$ cat config.mk
export PLATFORM = sky130hd
export DESIGN_NAME = apb_alarm_host
export DESIGN_NICKNAME = d
export VERILOG_FILES = /design/src/rtl/apb_alarm_host.sv
export SDC_FILE = /design/constraint.sdc
export NUM_CORES = 1
export LEC_CHECK = 0
export CORE_MARGIN = 2
export CORE_UTILIZATION = 40
export CTS_BUF_LIST = sky130_fd_sc_hd__clkbuf_4
export CTS_CLUSTER_DIAMETER = 80
export DETAILED_ROUTE_END_ITERATION = 10
export PLACE_DENSITY = 0.78
export SETUP_SLACK_MARGIN = 0.05
export SLEW_MARGIN = 20
export SYNTH_ARGS = -nofsm -noshare
export SYNTH_HDL_FRONTEND = slang
export SYNTH_SLANG_ARGS = --single-unit
$ cat constraint.sdc
create_clock -name pclk_i -period 5.8 [get_ports pclk_i]
set_clock_uncertainty 0.05 [all_clocks]
set_input_delay 1.45 -clock pclk_i [delete_from_list [all_inputs] [get_ports pclk_i]]
set_output_delay 1.45 -clock pclk_i [all_outputs]
set_load 0.01 [all_outputs]
$ cat src/rtl/apb_alarm_host.sv
// APB initiator for the alarm peripheral: turns single valid/ready commands into
// SETUP/ACCESS transfers with a wait-state timeout and a one-cycle response pulse.
`timescale 1ns/1ps
module apb_alarm_host #(
  parameter int unsigned TIMEOUT  = 16,
  parameter logic [31:0] ADDR_MAX = 32'h8
) (
  input  logic        pclk_i,
  input  logic        preset_i,
  input  logic        cmd_valid_i,
  output logic        cmd_ready_o,
  input  logic        cmd_write_i,
  input  logic [31:0] cmd_addr_i,
  input  logic [31:0] cmd_wdata_i,
  input  logic [3:0]  cmd_strb_i,
  output logic        rsp_valid_o,
  output logic [31:0] rsp_rdata_o,
  output logic        rsp_err_o,
  output logic [31:0] paddr_o,
  output logic        psel_o,
  output logic        penable_o,
  output logic        pwrite_o,
  output logic [31:0] pwdata_o,
  output logic [3:0]  pstrb_o,
  input  logic        pready_i,
  input  logic [31:0] prdata_i,
  input  logic        pslverr_i
);

  typedef enum logic [1:0] {
    ST_IDLE   = 2'd0,
    ST_SETUP  = 2'd1,
    ST_ACCESS = 2'd2,
    ST_RESP   = 2'd3
  } state_t;

  localparam logic [8:0] TIMEOUT_C = 9'(TIMEOUT);

  state_t      state_r, state_nx_s;
  logic [7:0]  wait_cnt_r;
  logic [8:0]  wait_next_s;
  logic        timeout_hit_s;
  logic        addr_bad_s;
  logic        accept_s;
  logic [31:0] rdata_nx_s;
  logic        err_nx_s;

  logic        cmd_ready_r, rsp_valid_r, rsp_err_r, psel_r, penable_r, pwrite_r;
  logic [31:0] rsp_rdata_r, paddr_r, pwdata_r;
  logic [3:0]  pstrb_r;

  assign addr_bad_s    = (cmd_addr_i[1:0] != 2'b00) || (cmd_addr_i > ADDR_MAX);
  assign wait_next_s   = {1'b0, wait_cnt_r} + 9'd1;
  assign timeout_hit_s = (wait_next_s >= TIMEOUT_C);

  // Next-state and response-capture logic; pready wins over a same-cycle timeout.
  always_comb begin
    state_nx_s = state_r;
    rdata_nx_s = rsp_rdata_r;
    err_nx_s   = rsp_err_r;
    accept_s   = 1'b0;
    case (state_r)
      ST_IDLE: begin
        if (cmd_valid_i) begin
          accept_s = 1'b1;
          if (addr_bad_s) begin
            state_nx_s = ST_RESP;
            rdata_nx_s = 32'h0000_0000;
            err_nx_s   = 1'b1;
          end else begin
            state_nx_s = ST_SETUP;
          end
        end else begin
          state_nx_s = ST_IDLE;
        end
      end
      ST_SETUP: state_nx_s = ST_ACCESS;
      ST_ACCESS: begin
        if (pready_i) begin
          state_nx_s = ST_RESP;
          rdata_nx_s = pwrite_r ? 32'h0000_0000 : prdata_i;
          err_nx_s   = pslverr_i;
        end else if (timeout_hit_s) begin
          state_nx_s = ST_RESP;
          rdata_nx_s = 32'h0000_0000;
          err_nx_s   = 1'b1;
        end else begin
          state_nx_s = ST_ACCESS;
        end
      end
      ST_RESP: state_nx_s = ST_IDLE;
      default: state_nx_s = ST_IDLE;
    endcase
  end

  // State register with handshake, bus-phase and response outputs registered from next state.
  always_ff @(posedge pclk_i or posedge preset_i) begin
    if (preset_i) begin
      state_r     <= ST_IDLE;
      cmd_ready_r <= 1'b1;
      psel_r      <= 1'b0;
      penable_r   <= 1'b0;
      rsp_valid_r <= 1'b0;
      rsp_rdata_r <= 32'h0000_0000;
      rsp_err_r   <= 1'b0;
    end else begin
      state_r     <= state_nx_s;
      cmd_ready_r <= (state_nx_s == ST_IDLE);
      psel_r      <= (state_nx_s == ST_SETUP) || (state_nx_s == ST_ACCESS);
      penable_r   <= (state_nx_s == ST_ACCESS);
      rsp_valid_r <= (state_nx_s == ST_RESP);
      rsp_rdata_r <= rdata_nx_s;
      rsp_err_r   <= err_nx_s;
    end
  end

  // Holding registers feed the APB address/data lines directly and stay stable until the next accept.
  always_ff @(posedge pclk_i or posedge preset_i) begin
    if (preset_i) begin
      pwrite_r <= 1'b0;
      paddr_r  <= 32'h0000_0000;
      pwdata_r <= 32'h0000_0000;
      pstrb_r  <= 4'h0;
    end else if (accept_s) begin
      pwrite_r <= cmd_write_i;
      paddr_r  <= cmd_addr_i;
      pwdata_r <= cmd_wdata_i;
      pstrb_r  <= cmd_write_i ? cmd_strb_i : 4'h0;
    end
  end

  // Wait counter: cleared entering SETUP, counts ACCESS cycles, saturates at all-ones.
  always_ff @(posedge pclk_i or posedge preset_i) begin
    if (preset_i) begin
      wait_cnt_r <= 8'd0;
    end else if (state_nx_s == ST_SETUP) begin
      wait_cnt_r <= 8'd0;
    end else if ((state_r == ST_ACCESS) && (wait_cnt_r != 8'hFF)) begin
      wait_cnt_r <= wait_cnt_r + 8'd1;
    end
  end

  assign cmd_ready_o = cmd_ready_r;
  assign rsp_valid_o = rsp_valid_r;
  assign rsp_rdata_o = rsp_rdata_r;
  assign rsp_err_o   = rsp_err_r;
  assign psel_o      = psel_r;
  assign penable_o   = penable_r;
  assign pwrite_o    = pwrite_r;
  assign paddr_o     = paddr_r;
  assign pwdata_o    = pwdata_r;
  assign pstrb_o     = pstrb_r;

endmodule

==> metrics, run 1 <==
vias=3,457; mapped cell area=between 4000 and 5000 sq um; global-route wire length before repair=18.4 mm; crit-path max FO=33; asr flop ratio synth=1.00; Max Freq=277 MHz; Slew Limit Fails=0; Boundary Pins=212; CTS tree=built; initial DRC count=169; post-synth top area cell=dfrtp_1; Worst slew margin=0.294; final std cells w/o fill=691; clock sinks=116; post-CTS setup buffers=0; Slowest cell on crit path=a21o_1; Critical Path AT=3980 ps; Post-CTS Hold Buffers=0; pin count of the biggest net entering global routing=84; antenna violations before repair=0; switching fraction of total power=0.321; top post-synthesis cells by area=dfrtp_1 (63%), mux2_2 (16%), a22o_1 (6.2%); Worst Path Buf+Inv=1; status=complete, no violations; Placement Setup Slack=1680 ps; row cnt=38; Distinct cells, synth=36; CP Cell Sequence=clkdlybuf4s50_1 > nor4_1 > nand4_1 > o21ai_2 > a21o_1 > a22o_1; Combinational Power Share=0.452; clock latency on the worst-skew pair=roughly 480 ps; Top FF cell, synth=dfrtp_1; final setup margin=2190 ps; Largest delay share family, worst path=compound AO/OA/AOI/OAI gates; post-route ant nets=0; ANT cells=0; Pint=2.52 mW; drt pass-1 iters=4; top cell type's share of synthesized area=0.634; Critical Path Max Stage Delay=880 ps; PwrDens=522 nW/um^2; wirelength, routed=11.3 mm; CTS H-Tree Depth=4; Syn-to-layout area delta=56.9%; routability cong.=0.802; clk root buf=clkbuf_4; Die W=111 um; hpwl dp=roughly 8.2 mm; FF+latch count, synth=116; Tcrit/Tclk final=0.623; most common cell in the netlist=dfrtp_1; MaxCap Viol Count=0; YS warnings=0; kind of critical path=primary input to register; Req. time, crit path=6170 ps; via/cell ratio=5.00; Worst-Margin Slew=approximately 1100 ps; dpl cells=approximately 660; startpoint types=primary input; CP endpoint kind=register; Hold Crit Class=register to register; Bufs on Longest Clock Path=2; Post-synth top cells=dfrtp_1 (115), mux2_2 (65), a22o_1 (32); Post-Synthesis Cells=320; number of clock buffers inserted by TritonCTS=17; drt wl/cell=around 16 um; Psw=around 1.2 mW; register share of total power=0.373; Seq/Total Area, Yosys=0.640; DR DRC count=0; Leak=3.05 nW; fin nets=649; Finish-stage setup viols=0; post_cts resized=0; Worst-path clk slew=100 ps; syn_area_per_cell=between 10 and 15 sq um; clock share of power=0.174; Die Ht=between 100 and 150 um; vias in the first global route=3,604; Port-buffer cells=211; global-route usage over all layers=0.188; die area=around 12,000 sq um; RSZ-0062 raised after global routing=false; Hold Fails Final Rpt=0; post-route minimum period=3610 ps; core box area=between 10,000 and 15,000 sq um; Starting Density=0.415; total negative slack=0 ps; Overflow after GRT=0; VDD IR max=around 0.25 mV; share of cells above drive strength 1=0.189; number of synthesized flops with an enable pin=0; Synthesized Nets=around 430
## worst register-to-register path, cell delays in order, from the launching register on
cell and delay, ps:
dfrtp_1 440, ha_1 260, and3_1 210, a21oi_1 220, o22ai_1 120, a21o_1 540
a22o_1 410
## path summary, 6_finish.rpt
kind | from | endpoint | slack [ps] | cells after the start
worst max register to register | wait_cnt_r[0]$_DFFE_PP0P_ | rsp_rdata_o[17]$_DFFE_PP0P_ | 3450 | 6
worst min-delay path | pstrb_o[3]$_DFFE_PP0P_ | pstrb_o[3]$_DFFE_PP0P_ | 460 | 2
min in group asynchronous | preset_i | pwdata_o[4]$_DFFE_PP0P_ | 1410 | 2
max in group asynchronous | preset_i | cmd_ready_o$_DFF_PP1_ | 3310 | 3
worst max-delay path | cmd_addr_i[6] | rsp_rdata_o[17]$_DFFE_PP0P_ | 2190 | 6
worst min register to register | pstrb_o[3]$_DFFE_PP0P_ | pstrb_o[3]$_DFFE_PP0P_ | 460 | 2
## power by group through the flow
stage,Combinational (mW),Sequential [mW],Clock (mW)
2_1_floorplan,0.642,1.54,0
3_3_place_gp,1.65,1.39,0
3_5_place_dp,1.69,1.40,0
4_1_cts,1.70,1.39,0.672
5_1_grt,1.80,1.44,0.710
6_report,1.68,1.39,0.648
## sequential cells by signal, summed over array words and instances, names as in the netlist, 2 cells and up
name	count
state_r	2
rsp_rdata_o	32
pstrb_o	4
wait_cnt_r	8
pwdata_o	32
paddr_o	32
## cells in the final DEF, fill, tap and decap left out, types with 2 or more instances in the layout
| master | synthesis | routed |
|---|---|---|
| a22o_1 | 32 | 32 |
| clkbuf_4 | 0 | 18 |
| inv_6 | 0 | 2 |
| clkinv_4 | 0 | 3 |
| nor4_1 | 9 | 9 |
| ha_1 | 5 | 5 |
| dfrtp_1 | 115 | 115 |
| nor3_1 | 2 | 2 |
| o21ai_0 | 8 | 8 |
| inv_1 | 6 | 5 |
| nor2_1 | 12 | 12 |
| buf_6 | 1 | 2 |
| nand4_1 | 4 | 4 |
| bufinv_16 | 0 | 4 |
| nand3_1 | 2 | 2 |
| nand2_1 | 16 | 15 |
| a211oi_1 | 3 | 2 |
| mux2i_1 | 2 | 2 |
| clkdlybuf4s50_1 | 0 | 211 |
| a21o_1 | 2 | 2 |
| clkinv_2 | 0 | 3 |
| a21oi_1 | 2 | 2 |
| xnor2_1 | 5 | 5 |
| clkinv_1 | 0 | 2 |
| mux2_2 | 65 | 65 |
## per-layer routing
| layer | GRT usage | vias to the layer above | routed length (um) |
|---|---|---|---|
| met2 | 0.297 | 157 | 5290 |
| met4 | 0.0617 | 0 | 176 |
| met5 | 0 | - | 0 |
| li1 | - | 1604 | - |
| met1 | 0.235 | 1678 | 4870 |
| met3 | 0.0807 | 18 | 970 |
## cell families after synthesis
logic type / Yosys count / share of synthesized area
flops: 116 / 0.640
mux: 67 / 0.166
compound gates: 54 / 0.0918
simple gates: 51 / 0.0549
buf+inv: 21 / 0.0223
xor+xnor: 6 / 0.0116
fa+ha+maj: 5 / 0.0138
## metrics by stage
step	utilization	total power [mW]	hold WS [ps]	instance area (sq um)
2_1_floorplan	-	2.19	466	4540
3_3_place_gp	0.620	3.04	416	6780
3_5_place_dp	0.622	3.10	439	6800
4_1_cts	0.651	3.76	462	7120
5_1_grt	0.651	3.95	475	7120
6_report	0.651	3.72	456	7120
## area by class of cell
type	count	area, sq um
timing repair buffer	214	2140
fill	861	3810
tap	140	175
clock buffer	18	135
clock inverter	14	185
multi-input combinational	183	1550
sequential	116	2900
inverter	6	27.5
Note: power is estimated with default switching activity, not from simulation.
==> run 2: changes to the inputs <==
==> constraint.sdc (replaced) <==
create_clock -name pclk_i -period 3.6 [get_ports pclk_i]
set_clock_uncertainty 0.05 [all_clocks]
set_input_delay 0.9 -clock pclk_i [delete_from_list [all_inputs] [get_ports pclk_i]]
set_output_delay 0.9 -clock pclk_i [all_outputs]
set_load 0.01 [all_outputs]
==> run 2 against run 1 <==
Compared with the run above: worst setup slack worse by 1100 ps; design area up 0.21%; utilization is 0.14 points higher; via count increased by 0.58%; global-route usage up 0.65 points; worst hold slack got worse by 21 ps; clock-buffer cell count increased by 2; largest cell class unchanged.
==> metrics, run 2 (same netlist as run 1, synthesis figures left out) <==
pin count of the biggest net entering global routing=74 (-12%); ANT cells=0 (unchanged); FF-to-FF path depth=7 (+1); fin nets=650 (+0.15%); Combinational Power Share=0.455 (+0.003); drt wl/cell=16.6 um (+1.3%); switching fraction of total power=0.318 (-0.00293); drt pass-1 iters=4 (unchanged); global-route usage over all layers=0.195 (+0.00651); reg2reg start=wait_cnt_r[0]$_DFFE_PP0P_; post-CTS setup buffers=0 (unchanged); most common cell after layout, fill and taps aside=clkdlybuf4s50_1; register share of total power=0.374 (about the same); clock latency on the worst-skew pair=510 ps (+30 ps); RSZ-0062 raised after global routing=false; status=complete, no violations; Worst-Margin Slew=938 ps (-121 ps); reg2reg end=rsp_rdata_o[11]$_DFFE_PP0P_; routability cong.=0.792 (-1.2%); total negative slack=0 ps (unchanged); clk root buf=clkbuf_4; Max Freq=392 MHz; Post-CTS Hold Buffers=0 (unchanged); Leak=3.05 nW (about the same); via/cell ratio=5.02 (+0.43%); Die W=111 um (unchanged); Tot Pwr=5.99 mW (+61%); Hold Fails Final Rpt=0 (unchanged); most frequent cells in the layout=clkdlybuf4s50_1 (211), dfrtp_1 (115), mux2_2 (65); reg2reg setup slack=1510 ps (-1940 ps); Die Ht=111 um (unchanged); Fillers=822 (-4.5%); MaxCap Viol Count=0 (unchanged); Tcrit/Tclk final=0.709; Psw=1.90 mW (+60%); post-route ant nets=0 (unchanged); antenna violations before repair=0 (unchanged); Placement Setup Slack=471 ps (-1210 ps); CTS tree=built; Overflow after GRT=0 (unchanged); Hold Path Origin=pstrb_o[1]$_DFFE_PP0P_; Worst-path clk slew=90 ps (about the same); CTS H-Tree Depth=4 (unchanged); Worst slew margin=0.375 (+0.0806); CP endpoint kind=register; die area=12,200 sq um (unchanged); Starting Density=0.415 (unchanged); Port-buffer cells=211 (unchanged); Critical Path AT=2950 ps (-1030 ps); kind of critical path=primary input to register; hpwl dp=8.53 mm (+3.4%); Finish-stage setup viols=0 (unchanged); wirelength, routed=11.5 mm (+1.4%); clock sinks=116 (unchanged); Worst Setup SP=cmd_addr_i[27]; Hold WS=435 ps (-20.9 ps); share of cells above drive strength 1=0.188 (-0.000342); DR DRC count=0 (unchanged); startpoint types=primary input; crit-path max FO=33 (unchanged); Req. time, crit path=4000 ps (-2170 ps); clock share of power=0.171 (-0.003); final setup margin=1050 ps (-1140 ps); Syn-to-layout area delta=57.3%; hold endpoint=pstrb_o[1]$_DFFE_PP0P_; Bufs on Longest Clock Path=2 (unchanged); vias=3,477 (+0.58%); VDD IR max=0.512 mV (+100%); Slew Limit Fails=0 (unchanged); Pint=4.08 mW (+62%); Boundary Pins=212 (unchanged); initial DRC count=246 (+46%); post_cts resized=0 (unchanged); hold-critical path depth=2 (unchanged); Hold Crit Class=register to register; global-route wire length before repair=18.7 mm (+1.9%); vias in the first global route=3,640 (+1.0%); row cnt=38 (unchanged); post-route minimum period=2550 ps; core box area=10,900 sq um (unchanged); PwrDens=839 nW/um^2 (+61%); number of clock buffers inserted by TritonCTS=17 (unchanged)
[run 2: worst max-delay path, stage by stage]
cell	delay [ps]
clkdlybuf4s50_1	420
nor4_1	360
nand4_1	220
o21ai_2	330
a21o_1	170
buf_4	320
a22o_1	220
[run 2: layout make-up]
class,instances,area (sq um),area share
well taps,140,175,0.0245
clock inverters,12,161,0.0226
flip-flops and latches,116,2900,0.407
repair buffers,215,2170,0.304
multi-input cells,183,1550,0.218
inverters,6,26.3,0.00368
clock buffers,20,150,0.0210
[run 2: worst max-delay path by stage]
stage	to	cells past startpoint
CTS	cmd_ready_o	1
global placement	rsp_rdata_o[0]$_DFFE_PP0P_	7
floorplan	paddr_o[0]$_DFFE_PP0P_	1
detailed placement	rsp_rdata_o[13]$_DFFE_PP0P_	7
finish	rsp_rdata_o[11]$_DFFE_PP0P_	7
global route	rsp_rdata_o[13]$_DFFE_PP0P_	7
[run 2: metrics by stage]
stage	std cells	cell area, sq um	utilization
after CTS	692	7140	0.653
final	692	7140	0.653
after global placement	660	6830	0.624
after detailed placement	660	6830	0.624
after global routing	692	7140	0.653
after floorplan	320	4540	-
[run 2: metal layers]
layer | GRT usage | up-vias | part of all wire
li1 | - | 1607 | -
met5 | 0 | - | 0
met4 | 0.0817 | 0 | 0.018
met2 | 0.305 | 160 | 0.48
met1 | 0.244 | 1693 | 0.43
met3 | 0.0724 | 17 | 0.075
[run 2: power groups by stage]
stage               combinational, mW  sequential, mW  clock (mW)
CTS                              2.76            2.24        1.06
floorplan                        1.04            2.49           0
finish                           2.72            2.24        1.03
detailed placement               2.75            2.27           0
global route                     2.91            2.32        1.13
global placement                 2.69            2.23           0
